==> config.mk <==
export PLATFORM = sky130hd
export DESIGN_NAME = alu_pipe_flat
export DESIGN_NICKNAME = d
export VERILOG_FILES = /design/src/rtl/alu_pkg.sv /design/src/rtl/alu_pipe_if.sv /design/src/rtl/alu_core.sv /design/src/rtl/alu_pipe.sv /design/src/flat_wrapper.sv
export SDC_FILE = /design/constraint.sdc
export NUM_CORES = 1
export LEC_CHECK = 0
export ABC_AREA = 1
export ABC_CLOCK_PERIOD_IN_PS = 2200
export CAP_MARGIN = 0
export CORE_ASPECT_RATIO = 2
export CORE_MARGIN = 8
export CORE_UTILIZATION = 49
export CTS_CLUSTER_DIAMETER = 200
export CTS_CLUSTER_SIZE = 14
export DETAILED_ROUTE_END_ITERATION = 6
export PLACE_DENSITY = 0.74
export SYNTH_ARGS = -nofsm -noshare
export SYNTH_HDL_FRONTEND = slang
export SYNTH_SLANG_ARGS = --single-unit
==> constraint.sdc <==
create_clock -name clk -period 2.2 [get_ports clk]
set_input_delay 0.44 -clock clk [delete_from_list [all_inputs] [get_ports clk]]
set_output_delay 0.44 -clock clk [all_outputs]
set_load 0.02 [all_outputs]
==> src/rtl/alu_pkg.sv <==
// Shared definitions for the pipelined ALU: opcode map (MIPS funct field)
// and the status flag bundle carried alongside each result.
package alu_pkg;

  localparam logic [7:0] OP_SLL = 8'h00;
  localparam logic [7:0] OP_SRL = 8'h02;
  localparam logic [7:0] OP_SRA = 8'h03;
  localparam logic [7:0] OP_ADD = 8'h20;
  localparam logic [7:0] OP_SUB = 8'h22;
  localparam logic [7:0] OP_AND = 8'h24;
  localparam logic [7:0] OP_OR  = 8'h25;
  localparam logic [7:0] OP_XOR = 8'h26;
  localparam logic [7:0] OP_NOR = 8'h27;
  localparam logic [7:0] OP_SLT = 8'h2A;

  typedef struct packed {
    logic zero;
    logic carry;
    logic overflow;
    logic illegal;
  } alu_flags_t;

  localparam int FLAGS_W = 4;

endpackage

==> src/rtl/alu_pipe_if.sv <==
// Operand/opcode channel and result/flag channel of the pipelined ALU.
// slave is the ALU side, master is the source/consumer side.
interface alu_pipe_if #(parameter int WIDTH = 8);

  logic             in_valid;
  logic             in_ready;
  logic [WIDTH-1:0] in_a;
  logic [WIDTH-1:0] in_b;
  logic [7:0]       in_op;
  logic             out_valid;
  logic             out_ready;
  logic [WIDTH-1:0] out_result;
  logic             out_zero;
  logic             out_carry;
  logic             out_overflow;
  logic             out_illegal;

  modport slave (
    input  in_valid, in_a, in_b, in_op, out_ready,
    output in_ready, out_valid, out_result,
           out_zero, out_carry, out_overflow, out_illegal
  );

  modport master (
    output in_valid, in_a, in_b, in_op, out_ready,
    input  in_ready, out_valid, out_result,
           out_zero, out_carry, out_overflow, out_illegal
  );

endinterface

==> src/rtl/alu_core.sv <==
// Combinational ALU datapath: result and status flags for one operation.
module alu_core
  import alu_pkg::*;
#(
  parameter int WIDTH = 8
) (
  input  logic [WIDTH-1:0] a,
  input  logic [WIDTH-1:0] b,
  input  logic [7:0]       op,
  output logic [WIDTH-1:0] result,
  output alu_flags_t       flags
);

  localparam int SHW = $clog2(WIDTH);
  localparam logic [WIDTH-1:0] WLIM = WIDTH'(WIDTH);

  // Any shift amount of WIDTH or more pushes every bit out.
  function automatic logic [WIDTH-1:0] sll_sat(input logic [WIDTH-1:0] v,
                                               input logic [WIDTH-1:0] amt);
    logic [WIDTH-1:0] r;
    if (amt >= WLIM) r = '0;
    else             r = v << amt[SHW-1:0];
    return r;
  endfunction

  function automatic logic [WIDTH-1:0] srl_sat(input logic [WIDTH-1:0] v,
                                               input logic [WIDTH-1:0] amt);
    logic [WIDTH-1:0] r;
    if (amt >= WLIM) r = '0;
    else             r = v >> amt[SHW-1:0];
    return r;
  endfunction

  // Arithmetic shift saturates to a full copy of the sign bit.
  function automatic logic [WIDTH-1:0] sra_sat(input logic [WIDTH-1:0] v,
                                               input logic [WIDTH-1:0] amt);
    logic signed [WIDTH-1:0] sv;
    logic        [WIDTH-1:0] r;
    sv = signed'(v);
    if (amt >= WLIM) r = {WIDTH{v[WIDTH-1]}};
    else             r = sv >>> amt[SHW-1:0];
    return r;
  endfunction

  logic [WIDTH:0]          sum;
  logic [WIDTH:0]          diff;
  logic signed [WIDTH-1:0] sa;
  logic signed [WIDTH-1:0] sb;

  assign sum  = {1'b0, a} + {1'b0, b};
  assign diff = {1'b0, a} - {1'b0, b};
  assign sa   = signed'(a);
  assign sb   = signed'(b);

  // Opcode decode; zero flag is derived from whatever result was selected.
  always_comb begin
    result = '0;
    flags  = '0;
    case (op)
      OP_ADD: begin
        result         = sum[WIDTH-1:0];
        flags.carry    = sum[WIDTH];
        flags.overflow = (a[WIDTH-1] == b[WIDTH-1]) &&
                         (sum[WIDTH-1] != a[WIDTH-1]);
      end
      OP_SUB: begin
        result         = diff[WIDTH-1:0];
        flags.carry    = diff[WIDTH];
        flags.overflow = (a[WIDTH-1] != b[WIDTH-1]) &&
                         (diff[WIDTH-1] != a[WIDTH-1]);
      end
      OP_AND: result = a & b;
      OP_OR:  result = a | b;
      OP_XOR: result = a ^ b;
      OP_NOR: result = ~(a | b);
      OP_SLL: result = sll_sat(a, b);
      OP_SRL: result = srl_sat(a, b);
      OP_SRA: result = sra_sat(a, b);
      OP_SLT: result = {{(WIDTH-1){1'b0}}, (sa < sb)};
      default: flags.illegal = 1'b1;
    endcase
    flags.zero = (result == '0);
  end

endmodule

==> src/rtl/alu_pipe.sv <==
// Two-stage pipelined ALU: stage 1 registers operands, stage 2 registers
// the computed result and flags. Plain valid/ready on both sides.
module alu_pipe
  import alu_pkg::*;
#(
  parameter int WIDTH = 8
) (
  input  logic       clk,
  input  logic       rst_n,
  alu_pipe_if.slave  bus
);

  logic             vld_p1;
  logic             vld_p2;
  logic             adv1;
  logic             adv2;
  logic [WIDTH-1:0] a_p1;
  logic [WIDTH-1:0] b_p1;
  logic [7:0]       op_p1;
  logic [WIDTH-1:0] res_c;
  alu_flags_t       flg_c;
  logic [WIDTH-1:0] res_p2;
  alu_flags_t       flg_p2;

  // A stage may load when it is empty or its contents move on this cycle.
  assign adv2         = !vld_p2 || bus.out_ready;
  assign adv1         = !vld_p1 || adv2;
  assign bus.in_ready = adv1;

  // ---- stage 1: operand capture ----

  // Stage-1 occupancy.
  always_ff @(posedge clk or negedge rst_n) begin
    if (!rst_n)    vld_p1 <= 1'b0;
    else if (adv1) vld_p1 <= bus.in_valid;
  end

  // Operand registers; contents only matter while vld_p1 is set.
  always_ff @(posedge clk) begin
    if (adv1 && bus.in_valid) begin
      a_p1  <= bus.in_a;
      b_p1  <= bus.in_b;
      op_p1 <= bus.in_op;
    end
  end

  alu_core #(.WIDTH(WIDTH)) u_core (
    .a      (a_p1),
    .b      (b_p1),
    .op     (op_p1),
    .result (res_c),
    .flags  (flg_c)
  );

  // ---- stage 2: result and flag registers ----

  // Stage-2 occupancy.
  always_ff @(posedge clk or negedge rst_n) begin
    if (!rst_n)    vld_p2 <= 1'b0;
    else if (adv2) vld_p2 <= vld_p1;
  end

  // Result and flags load together and hold while the consumer stalls.
  always_ff @(posedge clk or negedge rst_n) begin
    if (!rst_n) begin
      res_p2 <= '0;
      flg_p2 <= '0;
    end else if (adv2 && vld_p1) begin
      res_p2 <= res_c;
      flg_p2 <= flg_c;
    end
  end

  assign bus.out_valid    = vld_p2;
  assign bus.out_result   = res_p2;
  assign bus.out_zero     = flg_p2.zero;
  assign bus.out_carry    = flg_p2.carry;
  assign bus.out_overflow = flg_p2.overflow;
  assign bus.out_illegal  = flg_p2.illegal;

endmodule

==> src/flat_wrapper.sv <==
// flat-port wrapper written by rule: the top's interface ports become plain ports
module alu_pipe_flat import alu_pkg::*;
#(
  parameter int WIDTH = 8
)
  (clk, rst_n, bus_in_valid, bus_in_a, bus_in_b, bus_in_op, bus_out_ready, bus_in_ready, bus_out_valid, bus_out_result, bus_out_zero, bus_out_carry, bus_out_overflow, bus_out_illegal);
  alu_pipe_if #(.WIDTH(WIDTH)) bus_i ();
  input  logic clk;
  input  logic rst_n;
  input wire logic [$bits(bus_i.in_valid)-1:0] bus_in_valid;
  input wire logic [$bits(bus_i.in_a)-1:0] bus_in_a;
  input wire logic [$bits(bus_i.in_b)-1:0] bus_in_b;
  input wire logic [$bits(bus_i.in_op)-1:0] bus_in_op;
  input wire logic [$bits(bus_i.out_ready)-1:0] bus_out_ready;
  output wire logic [$bits(bus_i.in_ready)-1:0] bus_in_ready;
  output wire logic [$bits(bus_i.out_valid)-1:0] bus_out_valid;
  output wire logic [$bits(bus_i.out_result)-1:0] bus_out_result;
  output wire logic [$bits(bus_i.out_zero)-1:0] bus_out_zero;
  output wire logic [$bits(bus_i.out_carry)-1:0] bus_out_carry;
  output wire logic [$bits(bus_i.out_overflow)-1:0] bus_out_overflow;
  output wire logic [$bits(bus_i.out_illegal)-1:0] bus_out_illegal;
  assign bus_i.in_valid = bus_in_valid;
  assign bus_i.in_a = bus_in_a;
  assign bus_i.in_b = bus_in_b;
  assign bus_i.in_op = bus_in_op;
  assign bus_i.out_ready = bus_out_ready;
  assign bus_in_ready = bus_i.in_ready;
  assign bus_out_valid = bus_i.out_valid;
  assign bus_out_result = bus_i.out_result;
  assign bus_out_zero = bus_i.out_zero;
  assign bus_out_carry = bus_i.out_carry;
  assign bus_out_overflow = bus_i.out_overflow;
  assign bus_out_illegal = bus_i.out_illegal;
  alu_pipe #(.WIDTH(WIDTH)) u_core (.clk(clk), .rst_n(rst_n), .bus(bus_i));
endmodule
==> flow_metrics.py <==
metrics = {
    "cts": {
        "cts.path.max_buffers": 2,
        "clkLatencyLatePin_ns": 0.29,
        "clock-sinks": 38,
        "cts_root_buf": "clkbuf_16",
        "numCtsBuffers": 5,
        "cts_max_level": 2,
        "cts_tree": "done",
        "clk_pin_slew_ns": 0.06,
        "holdBufCountCts": 0,
    },
    "yosys": {
        "syn_area_um2": 3540,
        "synth_edf_count": 24,
        "synth_flop_cell": "edfxtp_1",
        "syn_avg_cell_area_um2": 6.49,
        "yosys_warnings": 0,
        "yosysUniqueCellTypes": 34,
        "netlist_instances": 546,
        "synth_nets": 601,
        "synth.area.top_cells": "edfxtp_1 (20%), nand2_1 (19%), nand3_1 (14%)",
        "ys_ff_latch": 38,
        "yosysTopAreaCell": "edfxtp_1",
        "seq_area_frac_synth": 0.302,
        "postSynth.asyncResetShare": 0.368,
        "yosys.area.top_type_share": 0.203,
    },
    "grt": {
        "grt_pass1_wl_um": 17500,
        "globalRouteTotalUtil": 0.210,
        "overflow": 0,
        "grt_antenna_before_repair": 0,
        "grt_pass1_vias": 3647,
        "grt_max_degree": 28,
    },
    "timing": {
        "tightest_slew_ns": 0.589,
        "period_share": 1.00,
        "hold_violations": 0,
        "fin_crit_ns": 2.20,
        "slew_headroom": 0.606,
        "final_max_slew_viol_count": 0,
        "finalSetupTns_ns": -0.00317,
        "skew_ns": 0.00273,
        "final.setup.worst_slack_ns": -0.00317,
        "whs_ns": 0.479,
        "rsz0062_at_grt": "yes",
        "setup_violations": 1,
        "fmax_mhz": 454,
    },
    "worst_setup_path": {
        "crit_chain": "buf_6, ha_4, fa_2, nor2_1, nor2_1, nand3_1, nand2_1, inv_1, nand2_1, nor2_2, nand2_1, nor2_2, nand3_1, nor2_1, nand2_1, nand2_1",
        "cp_slowest_cell": "edfxtp_1",
        "cp-start-kind": "register",
        "cpMostUsedCell": "nand2_1",
        "crit_type": "reg -> reg",
        "cp.arrival_ns": 2.43,
        "critical_path_required_ns": 2.43,
        "cp_max_fo": 4,
        "slowest_delay_ns": 0.42,
        "worst_setup_path_end_kind": "register",
        "reg2reg_slack_ns": -0.003,
    },
    "cells_and_area": {
        "n_fill_cell": 717,
        "drive_gt1_frac": 0.158,
        "area_delta_synth_final_pct": 29.2,
        "final_area_um2": 4580,
        "seq_area_um2": 1070,
        "num-nets-final": 680,
        "layout_common_cells": "nand2_1 (179), nand3_1 (98), inv_1 (56)",
        "layout_commonest_cell": "nand2_1",
        "fin_util": 0.640,
        "multiInputGateArea_um2": 2210,
        "diodes": 0,
    },
    "run": {
        "cap_violations": 0,
    },
    "floorplan": {
        "core_um2": 7160,
        "fp-row-count": 44,
        "die_h_um": 136,
        "die_w_um": 76.1,
        "boundaryPins": 42,
        "start_util": 0.495,
        "die-area_um2": 10400,
    },
    "power_and_ir_drop": {
        "p_total_uw": 2480,
        "powerDensity_nw_per_um2": 542,
        "p_leak_uw": 0.00229,
        "vdd_ir_drop_max_uv": 679,
    },
    "route": {
        "via_per_inst": 5.43,
        "drt-total-wl_um": 10800,
        "drtIter0Drc": 343,
        "wire_per_inst_um": 15.1,
        "ant_nets": 0,
        "drc": 0,
        "vias": 3898,
        "first_pass_iters": 5,
    },
    "place": {
        "io_buffers": 41,
        "hpwl_um": 8570,
        "dpl_cell_area_um2": 4280,
        "place_congestion": 0.960,
    },
    "run_status": {
        "outcome": "finished, violations left",
        "violations": "setup timing",
    },
    "min_path": {
        "hp-class": "reg -> reg",
    },
}
## per-layer routing
metal,share of wire,vias to the layer above,global-route usage
li1,-,1922,-
met1,0.38,1744,0.219
met2,0.49,188,0.371
met3,0.062,44,0.0364
met4,0.072,0,0.151
met5,0,-,0
## through the flow
stage / setup WS [ns] / std cells
global placement: -0.0453 / 702
CTS: 0.00459 / 711
finish: -0.00317 / 718
detailed placement: -0.114 / 702
global route: -0.100 / 718
floorplan: 0.0225 / 546
## worst paths after layout
check | start | endpoint | cells past startpoint
setup / recovery | u_core.a_p1[0] | u_core.bus.out_zero | 16
hold / removal | u_core.bus.out_result[3] | u_core.bus.out_result[3] | 2
setup reg to reg | u_core.a_p1[0] | u_core.bus.out_zero | 16
max in group asynchronous | rst_n | u_core.bus.out_result[2] | 1
hold reg to reg | u_core.bus.out_result[3] | u_core.bus.out_result[3] | 2
min in group asynchronous | rst_n | u_core.bus.out_carry | 1
## where the power goes
| group | internal (uW) | total, uW | switching, uW |
|---|---|---|---|
| clock | 420 | 697 | 278 |
| sequential | 844 | 896 | 51.6 |
| combinational | 373 | 887 | 514 |
## flip-flops by register name (all words and copies together) (netlist names), 8 cells and up
signal,count
u_core.bus.out_result,8
u_core.a_p1,8
u_core.op_p1,8
u_core.b_p1,8
## kinds of logic (layout without fill, tap and decap cells)
group / Yosys count / in the layout / share of synthesized area
AO/OA/AOI/OAI: 37 / 37 / 0.0551
XOR/XNOR: 2 / 2 / 0.00494
adder cells (fa/ha/maj): 27 / 27 / 0.0996
buffers and inverters: 85 / 165 / 0.0989
flip-flops: 38 / 38 / 0.302
AND/OR/NAND/NOR: 357 / 357 / 0.439
## critical path: cells and delay by family, from the launching register on
family	cells	cell delay (ns)
buf+inv	2	0.19
fa+ha+maj	2	0.54
simple gates	12	1.00
flops	1	0.42
## cell usage after synthesis (3+ instances only)
| cell | n |
|---|---|
| o21ai_1 | 4 |
| nand3_1 | 99 |
| nand2_1 | 181 |
| a21oi_1 | 15 |
| inv_1 | 61 |
| edfxtp_1 | 24 |
| nor3_1 | 4 |
| buf_2 | 9 |
| nor2_1 | 49 |
| clkbuf_1 | 3 |
| ha_1 | 25 |
| inv_2 | 7 |
| dfrtp_1 | 14 |
| nand4_1 | 7 |
| o21ai_0 | 14 |
| nor2_2 | 6 |
## timing repair
action,CTS,global route
setup buffers,1,7
gates resized for setup,4,25
gates cloned,0,0
pin swaps,1,12
setup endpoints to repair,2,7
## area by class of cell
type / instances / share of cell area
flip-flops and latches: 38 / 0.234
well taps: 92 / 0.0251
multi-input cells: 423 / 0.482
repair buffers: 88 / 0.171
clock buffers: 6 / 0.0281
clock inverters: 2 / 0.00301
inverters: 69 / 0.0566
Power figures use the tool's default switching activity.
